[src/rtl/axi_mem_if_pkg.sv]
// Shared encodings for the AXI memory-port arbiter: priority values and
// active-low SRAM strobe levels.
package axi_mem_if_pkg;

    localparam logic PRIO_WR   = 1'b0;
    localparam logic PRIO_RD   = 1'b1;

    localparam logic MEM_EN    = 1'b0;
    localparam logic MEM_WRITE = 1'b0;

endpackage

[src/rtl/axi_mem_rd_latency_pipe.sv]
// Tracks issued SRAM reads through the macro latency; the last stage marks
// the cycle on which Q is valid. Synchronous clear drops in-flight reads.
module axi_mem_rd_latency_pipe #(
    parameter int STAGES = 1
) (
    input  logic clk,
    input  logic rst,
    input  logic issue,
    output logic qvalid
);

    logic [STAGES:1] vld_pipe;

    always_ff @(posedge clk) begin
        if (rst) begin
            vld_pipe <= '0;
        end else begin
            vld_pipe[1] <= issue;
            for (int i = 2; i <= STAGES; i++)
                vld_pipe[i] <= vld_pipe[i-1];
        end
    end

    assign qvalid = vld_pipe[STAGES];

endmodule

[src/rtl/axi_mem_port_arbiter.sv]
// Round-robin arbiter muxing the AXI write and read controllers onto one
// single-port SRAM, with read-return valid tracking.
module axi_mem_port_arbiter
    import axi_mem_if_pkg::*;
#(
    parameter int MEM_ADDR_WIDTH = 13,
    parameter int DATA_WIDTH     = 64,
    parameter int NUMBYTES       = DATA_WIDTH / 8,
    parameter int MEM_LATENCY    = 1
) (
    input  logic                      clk,
    input  logic                      rst,

    input  logic                      WR_valid_i,
    output logic                      WR_grant_o,
    input  logic                      WR_CEN_i,
    input  logic                      WR_WEN_i,
    input  logic [MEM_ADDR_WIDTH-1:0] WR_A_i,
    input  logic [DATA_WIDTH-1:0]     WR_D_i,
    input  logic [NUMBYTES-1:0]       WR_BE_i,

    input  logic                      RD_valid_i,
    output logic                      RD_grant_o,
    input  logic                      RD_CEN_i,
    input  logic [MEM_ADDR_WIDTH-1:0] RD_A_i,
    output logic [DATA_WIDTH-1:0]     RD_Q_o,
    output logic                      RD_QVALID_o,

    output logic                      MEM_CEN_o,
    output logic                      MEM_WEN_o,
    output logic [MEM_ADDR_WIDTH-1:0] MEM_A_o,
    output logic [DATA_WIDTH-1:0]     MEM_D_o,
    output logic [NUMBYTES-1:0]       MEM_BE_o,
    input  logic [DATA_WIDTH-1:0]     MEM_Q_i
);

    logic prio;
    logic wr_gnt;
    logic rd_gnt;
    logic rd_issue;

    always_comb begin
        wr_gnt = WR_valid_i & (~RD_valid_i | (prio == PRIO_WR));
        rd_gnt = RD_valid_i & (~WR_valid_i | (prio == PRIO_RD));
    end

    // Priority moves to the loser of every contended cycle, even if the winner
    // idled (CEN high), so a stalled burst cannot starve the other side.
    always_ff @(posedge clk) begin
        if (rst)
            prio <= PRIO_WR;
        else if (WR_valid_i && RD_valid_i)
            prio <= wr_gnt ? PRIO_RD : PRIO_WR;
    end

    always_comb begin
        MEM_CEN_o = ~MEM_EN;
        MEM_WEN_o = ~MEM_WRITE;
        MEM_A_o   = WR_A_i;
        MEM_D_o   = WR_D_i;
        MEM_BE_o  = WR_BE_i;
        if (wr_gnt) begin
            MEM_CEN_o = WR_CEN_i;
            MEM_WEN_o = WR_WEN_i;
        end else if (rd_gnt) begin
            MEM_CEN_o = RD_CEN_i;
            MEM_A_o   = RD_A_i;
            MEM_D_o   = '0;
            MEM_BE_o  = '1;
        end
    end

    assign WR_grant_o = wr_gnt;
    assign RD_grant_o = rd_gnt;
    assign rd_issue   = rd_gnt & (RD_CEN_i == MEM_EN);
    assign RD_Q_o     = MEM_Q_i;

    axi_mem_rd_latency_pipe #(
        .STAGES (MEM_LATENCY)
    ) u_rd_pipe (
        .clk    (clk),
        .rst    (rst),
        .issue  (rd_issue),
        .qvalid (RD_QVALID_o)
    );

endmodule

[config.mk]
export PLATFORM = sky130hd
export DESIGN_NAME = axi_mem_port_arbiter
export DESIGN_NICKNAME = d
export VERILOG_FILES = /design/src/rtl/axi_mem_if_pkg.sv /design/src/rtl/axi_mem_rd_latency_pipe.sv /design/src/rtl/axi_mem_port_arbiter.sv
export SDC_FILE = /design/constraint.sdc
export NUM_CORES = 1
export LEC_CHECK = 0
export ABC_AREA = 1
export CORE_AREA = 10 10 118 120
export DETAILED_ROUTE_END_ITERATION = 16
export DIE_AREA = 0 0 128 130
export GPL_TIMING_DRIVEN = 1
export REMOVE_ABC_BUFFERS = 1
export SLEW_MARGIN = 25
export SYNTH_ARGS = -nofsm -noshare
export SYNTH_HDL_FRONTEND = slang
export SYNTH_SLANG_ARGS = --single-unit
export TNS_END_PERCENT = 50
[constraint.sdc]
create_clock -name clk -period 1.78 [get_ports clk]
set_input_delay 0.178 -clock clk [delete_from_list [all_inputs] [get_ports clk]]
set_output_delay 0.178 -clock clk [all_outputs]
set_load 0.005 [all_outputs]
Word-level counts from Yosys, hierarchy flattened
Cells that the tools add are included.
{"block": "totals", "ramBits": 0, "memories": 0, "regBits": 2, "elab_cells": 22, "latch_bits": 0, "out_inout_bits": 154, "mem_bits_ro": 0}
{"block": "classes", "n_reduce_logical": 1, "add_sub_neg": 0, "mux": 10, "div": 0, "order_cmp": 0, "bitwise_logic": 9, "n_eq_ne": 0, "n_shift": 0, "mul": 0}
{"op": "two-way mux 64 bit", "count": 2}
{"op": "two-way mux 13 bit", "count": 2}
{"op": "two-way mux 8 bit", "count": 2}
{"op": "two-way mux 1 bit", "count": 4}
{"op": "NOT 1 bit", "count": 4}
{"op": "bitwise AND 1 bit", "count": 3}
{"op": "bitwise OR 1 bit", "count": 2}
{"op": "logical AND 1 bit", "count": 1}

Logic depth before layout (Yosys ltp)
{"block": "depth", "depth_word": 5, "ltp_mapped": 7, "depth_no_buf": 5}

By module
From an unflattened synthesis, not the netlist that was laid out.
{"block": "hier_totals", "hier_cells": 283, "hier_area_um2": 1835.5}
{"module": "axi_mem_port_arbiter", "area_per_inst_um2": 1805.5, "cells_each": 280, "n_inst": 1}
{"module": "axi_mem_rd_latency_pipe", "area_per_inst_um2": 30.0, "cells_each": 3, "n_inst": 1}

Worst setup path after synthesis
Ideal clock, no wire load.
{"block": "synth_path", "path_kind": "reg2out", "start": "register prio", "end": "output MEM_D_o[10]", "slack_ns": 0.611, "arrival_time_ns": 0.991, "n_path_buf": 2, "path_stages_with_launch": 8, "cell_sequence": "dfxtp_1 inv_1 nand2_2 nand2_2 inv_2 buf_6 buf_12 nor2_4"}
{"block": "synth_via", "elab_chain_len": 4, "word_cells_on_any_way": 7, "classes_between": "mux (2); bitwise (5)"}
{"item": "start, declared", "line_no": "axi_mem_port_arbiter.sv:37", "text": "logic prio;"}
{"item": "start signal, assigned", "line_no": "axi_mem_port_arbiter.sv:53", "text": "prio <= wr_gnt ? PRIO_RD : PRIO_WR;"}
{"item": "bitwise OR 1 bit or NOT 1 bit (tied branches)", "line_no": "axi_mem_port_arbiter.sv:44, axi_mem_port_arbiter.sv:43"}
{"item": "bitwise AND 1 bit or bitwise OR 1 bit (tied branches)", "line_no": "axi_mem_port_arbiter.sv:44, axi_mem_port_arbiter.sv:43"}
{"item": "two-way mux 64 bit or bitwise AND 1 bit (tied branches)", "line_no": "axi_mem_port_arbiter.sv:65, axi_mem_port_arbiter.sv:43"}
{"item": "two-way mux 64 bit *", "line_no": "axi_mem_port_arbiter.sv:62", "text": "if (wr_gnt) begin"}
{"item": "end, declared", "line_no": "axi_mem_port_arbiter.sv:32", "text": "output logic [DATA_WIDTH-1:0] MEM_D_o,"}
Every way passes the cells marked *; elsewhere a longest branch is shown, timed or not.

Final worst setup path
{"block": "layout_path", "start": "input WR_valid_i", "end": "output RD_grant_o"}
{"block": "layout_via", "elab_chain_len": 3}
{"item": "start, declared", "line_no": "axi_mem_port_arbiter.sv:14", "text": "input logic WR_valid_i,"}
{"item": "NOT 1 bit", "line_no": "axi_mem_port_arbiter.sv:44", "text": "rd_gnt = RD_valid_i & (~WR_valid_i | (prio == PRIO_RD));"}
{"item": "bitwise OR 1 bit", "line_no": "axi_mem_port_arbiter.sv:44"}
{"item": "bitwise AND 1 bit", "line_no": "axi_mem_port_arbiter.sv:44"}
{"item": "end, declared", "line_no": "axi_mem_port_arbiter.sv:23", "text": "output logic RD_grant_o,"}
Every way passes these cells.

==> flow_metrics.tcl <==
set metrics [dict create \
    status "complete, but fails checks" \
    violations "negative setup slack" \
    max_freq_mhz 553 \
    die_x_um 128 \
    synth.top_cell.area_share_pct 30.8 \
    timing.critical_path.buf_inv 4 \
    syn_inst 281 \
    clk_latency_ns 0.22 \
    ant_nets 0 \
    crit_chain "clkdlybuf4s50_1 > nand2_2 > nand2_4 > inv_8 > buf_4 > clkdlybuf4s50_1" \
    avgSynthCellArea_um2 6.50 \
    period_share_pct 102 \
    die_y_um 130 \
    maxCapViolations 0 \
    worstPathMaxFanout 6 \
    yosysSeqAreaShare_pct 2.19 \
    hold_ws_ns 0.356 \
    worst_pin_slew_ns 0.173 \
    wire_per_inst_um 21.8 \
    fin_ws_ns -0.0272 \
    crit_type "in2out" \
    io_buffer_count 194 \
    diodes 0 \
    die_area_mm2 0.0166 \
    rsz0062_at_grt "yes" \
    synthTopCellsByArea "nor2_4 31%, buf_4 26%, inv_1 16%" \
    drtIter0Drc 30 \
    ys_seq_elements 2 \
    cts_inserted_buffers 3 \
    grt_pass1_vias 2320 \
    startpoint_type "input pin" \
    setup_violations 1 \
    final_common_cell "clkdlybuf4s50_1" \
    antenna_found_initial 0 \
    cp.depth 6 \
    grt_max_degree 22 \
    syn-cell-area_mm2 0.00183 \
    rr_worst_depth 6 \
    path_common_cell "clkdlybuf4s50_1" \
    cts_sinks 2 \
    final.min_clock_period_ns 1.81 \
    hold_class "in2out" \
    critPathSlowestCell "clkdlybuf4s50_1" \
    synth_cell_types 15 \
    top_level_ports 323 \
    arrival_ns 1.63 \
    cp.required_ns 1.60 \
    coreArea_mm2 0.0117 \
    drc 0 \
    finalPower_mw 1.26 \
    cts_max_level 1 \
    drive_above_1_share_pct 19.0 \
    layout.nets 597 \
    ctsRootBufferMaster "clkbuf_16" \
    cp-end-kind "output port" \
    clockBufferDepth 2 \
    start_util_pct 15.6 \
    p_leak_nw 2.09 \
    holdPathStages 0 \
    layout_common_cells "108 x clkdlybuf4s50_1, 77 x inv_1, 58 x dlygate4sd2_1" \
    finClkSkew_ns 0.00132 \
    max_slew_margin_pct 88.5 \
    slew_violations 0 \
    irDropWorstVdd_mv 0.600 \
    vias_per_cell 3.88 \
    hpwlAfterDp_mm 10.9 \
    grt_pass1_wl_mm 16.6 \
    tns_ns -0.0272 \
    rows 40 \
    routed_wl_mm 12.5 \
    overflow 0 \
    hold_viol_final 0 \
    yosysTopAreaCell "nor2_4" \
    gp_congestion 0.738 \
    cts_tree "done" \
    slowest_delay_ns 0.52 \
    powerDensity_mw_per_mm2 343 \
    syn2layout_area_growth_pct 102 \
    vias 2225 \
    yosys_warnings 0 \
    timing.reg2reg.setup_slack_ns 0.67 \
    crit_family "buffers and inverters" \
    hold_buffers 0 \
    first_pass_iters 4 \
    grt_util_all_layers_pct 13.4 \
    fillers 1251 \
]
## routing by layer
metal	up-vias	wire (um)	part of all wire (%)	global-route usage [%]
met3	6	2840	23	14.7
met1	985	4850	39	15.2
met2	229	4640	37	16.6
met5	-	132	1.1	6.79
li1	1001	-	-	-
met4	4	28	0.22	0.728
## cells by family (layout without fill, tap and decap cells)
logic type | Yosys count | in the layout | synth area share [%]
buf+inv | 154 | 299 | 50.0
flops | 2 | 2 | 2.19
compound gates | 1 | 1 | 0.274
simple gates | 124 | 124 | 47.6
## state kept, by name, summed over array words and instances (netlist names)
name              flops
u_rd_pipe.qvalid      1
prio                  1
## final cells by class
class	instances	area [um2]	share of cell area, %
clock buffer	3	75.1	2.04
inverter	78	300	8.14
multi-input combinational	125	878	23.8
sequential	2	41.3	1.12
tap	147	184	4.99
timing repair buffer	218	2210	59.9
## through the flow
stage | cell area, um2 | setup slack [ns] | util [%] | cells
floorplan | 1210 | -0.976 | - | 205
global placement | 3420 | -0.188 | 29.2 | 556
detailed placement | 3420 | -0.183 | 29.2 | 556
CTS | 3510 | -0.109 | 29.9 | 560
global route | 3690 | -0.0653 | 31.5 | 573
finish | 3690 | -0.0272 | 31.5 | 573
## final timing paths
kind	startpoint	endpoint
hold / removal	MEM_Q_i[43]	RD_Q_o[43]
hold reg to reg	prio$_SDFFE_PP0P_	prio$_SDFFE_PP0P_
setup reg to reg	prio$_SDFFE_PP0P_	u_rd_pipe.qvalid$_SDFF_PP0_
setup / recovery	WR_valid_i	RD_grant_o
## power breakdown
group | internal, mW | leakage, nW | total [mW] | switching, mW
clock network | 0.286 | 0.0370 | 0.336 | 0.0506
registers | 0.0478 | 0.0168 | 0.0497 | 0.00190
logic | 0.533 | 2.04 | 0.879 | 0.345
## cells in the mapped netlist (all sizes together)
library cell  count
inv              78
buf              74
nor2             65
nand2            43
nand3            15
clkbuf            2
dfxtp             2
a21oi             1
nand3b            1
## worst reg2reg max path, cell delays in order, from the launching register on
cell and delay, ns:
dfxtp_2 0.34, inv_1 0.07, nand2_2 0.09, buf_6 0.17, nand3_1 0.11, buf_4 0.15, nor2_1 0.10
## what timing repair did
item	CTS	global route
hold endpoints to repair	0	0
endpoints found under the setup margin	87	29
cloned	1	0
pin swaps	0	0
buffers inserted	0	13
resized for setup	76	33
No activity file was read; power rests on OpenSTA's default activity.
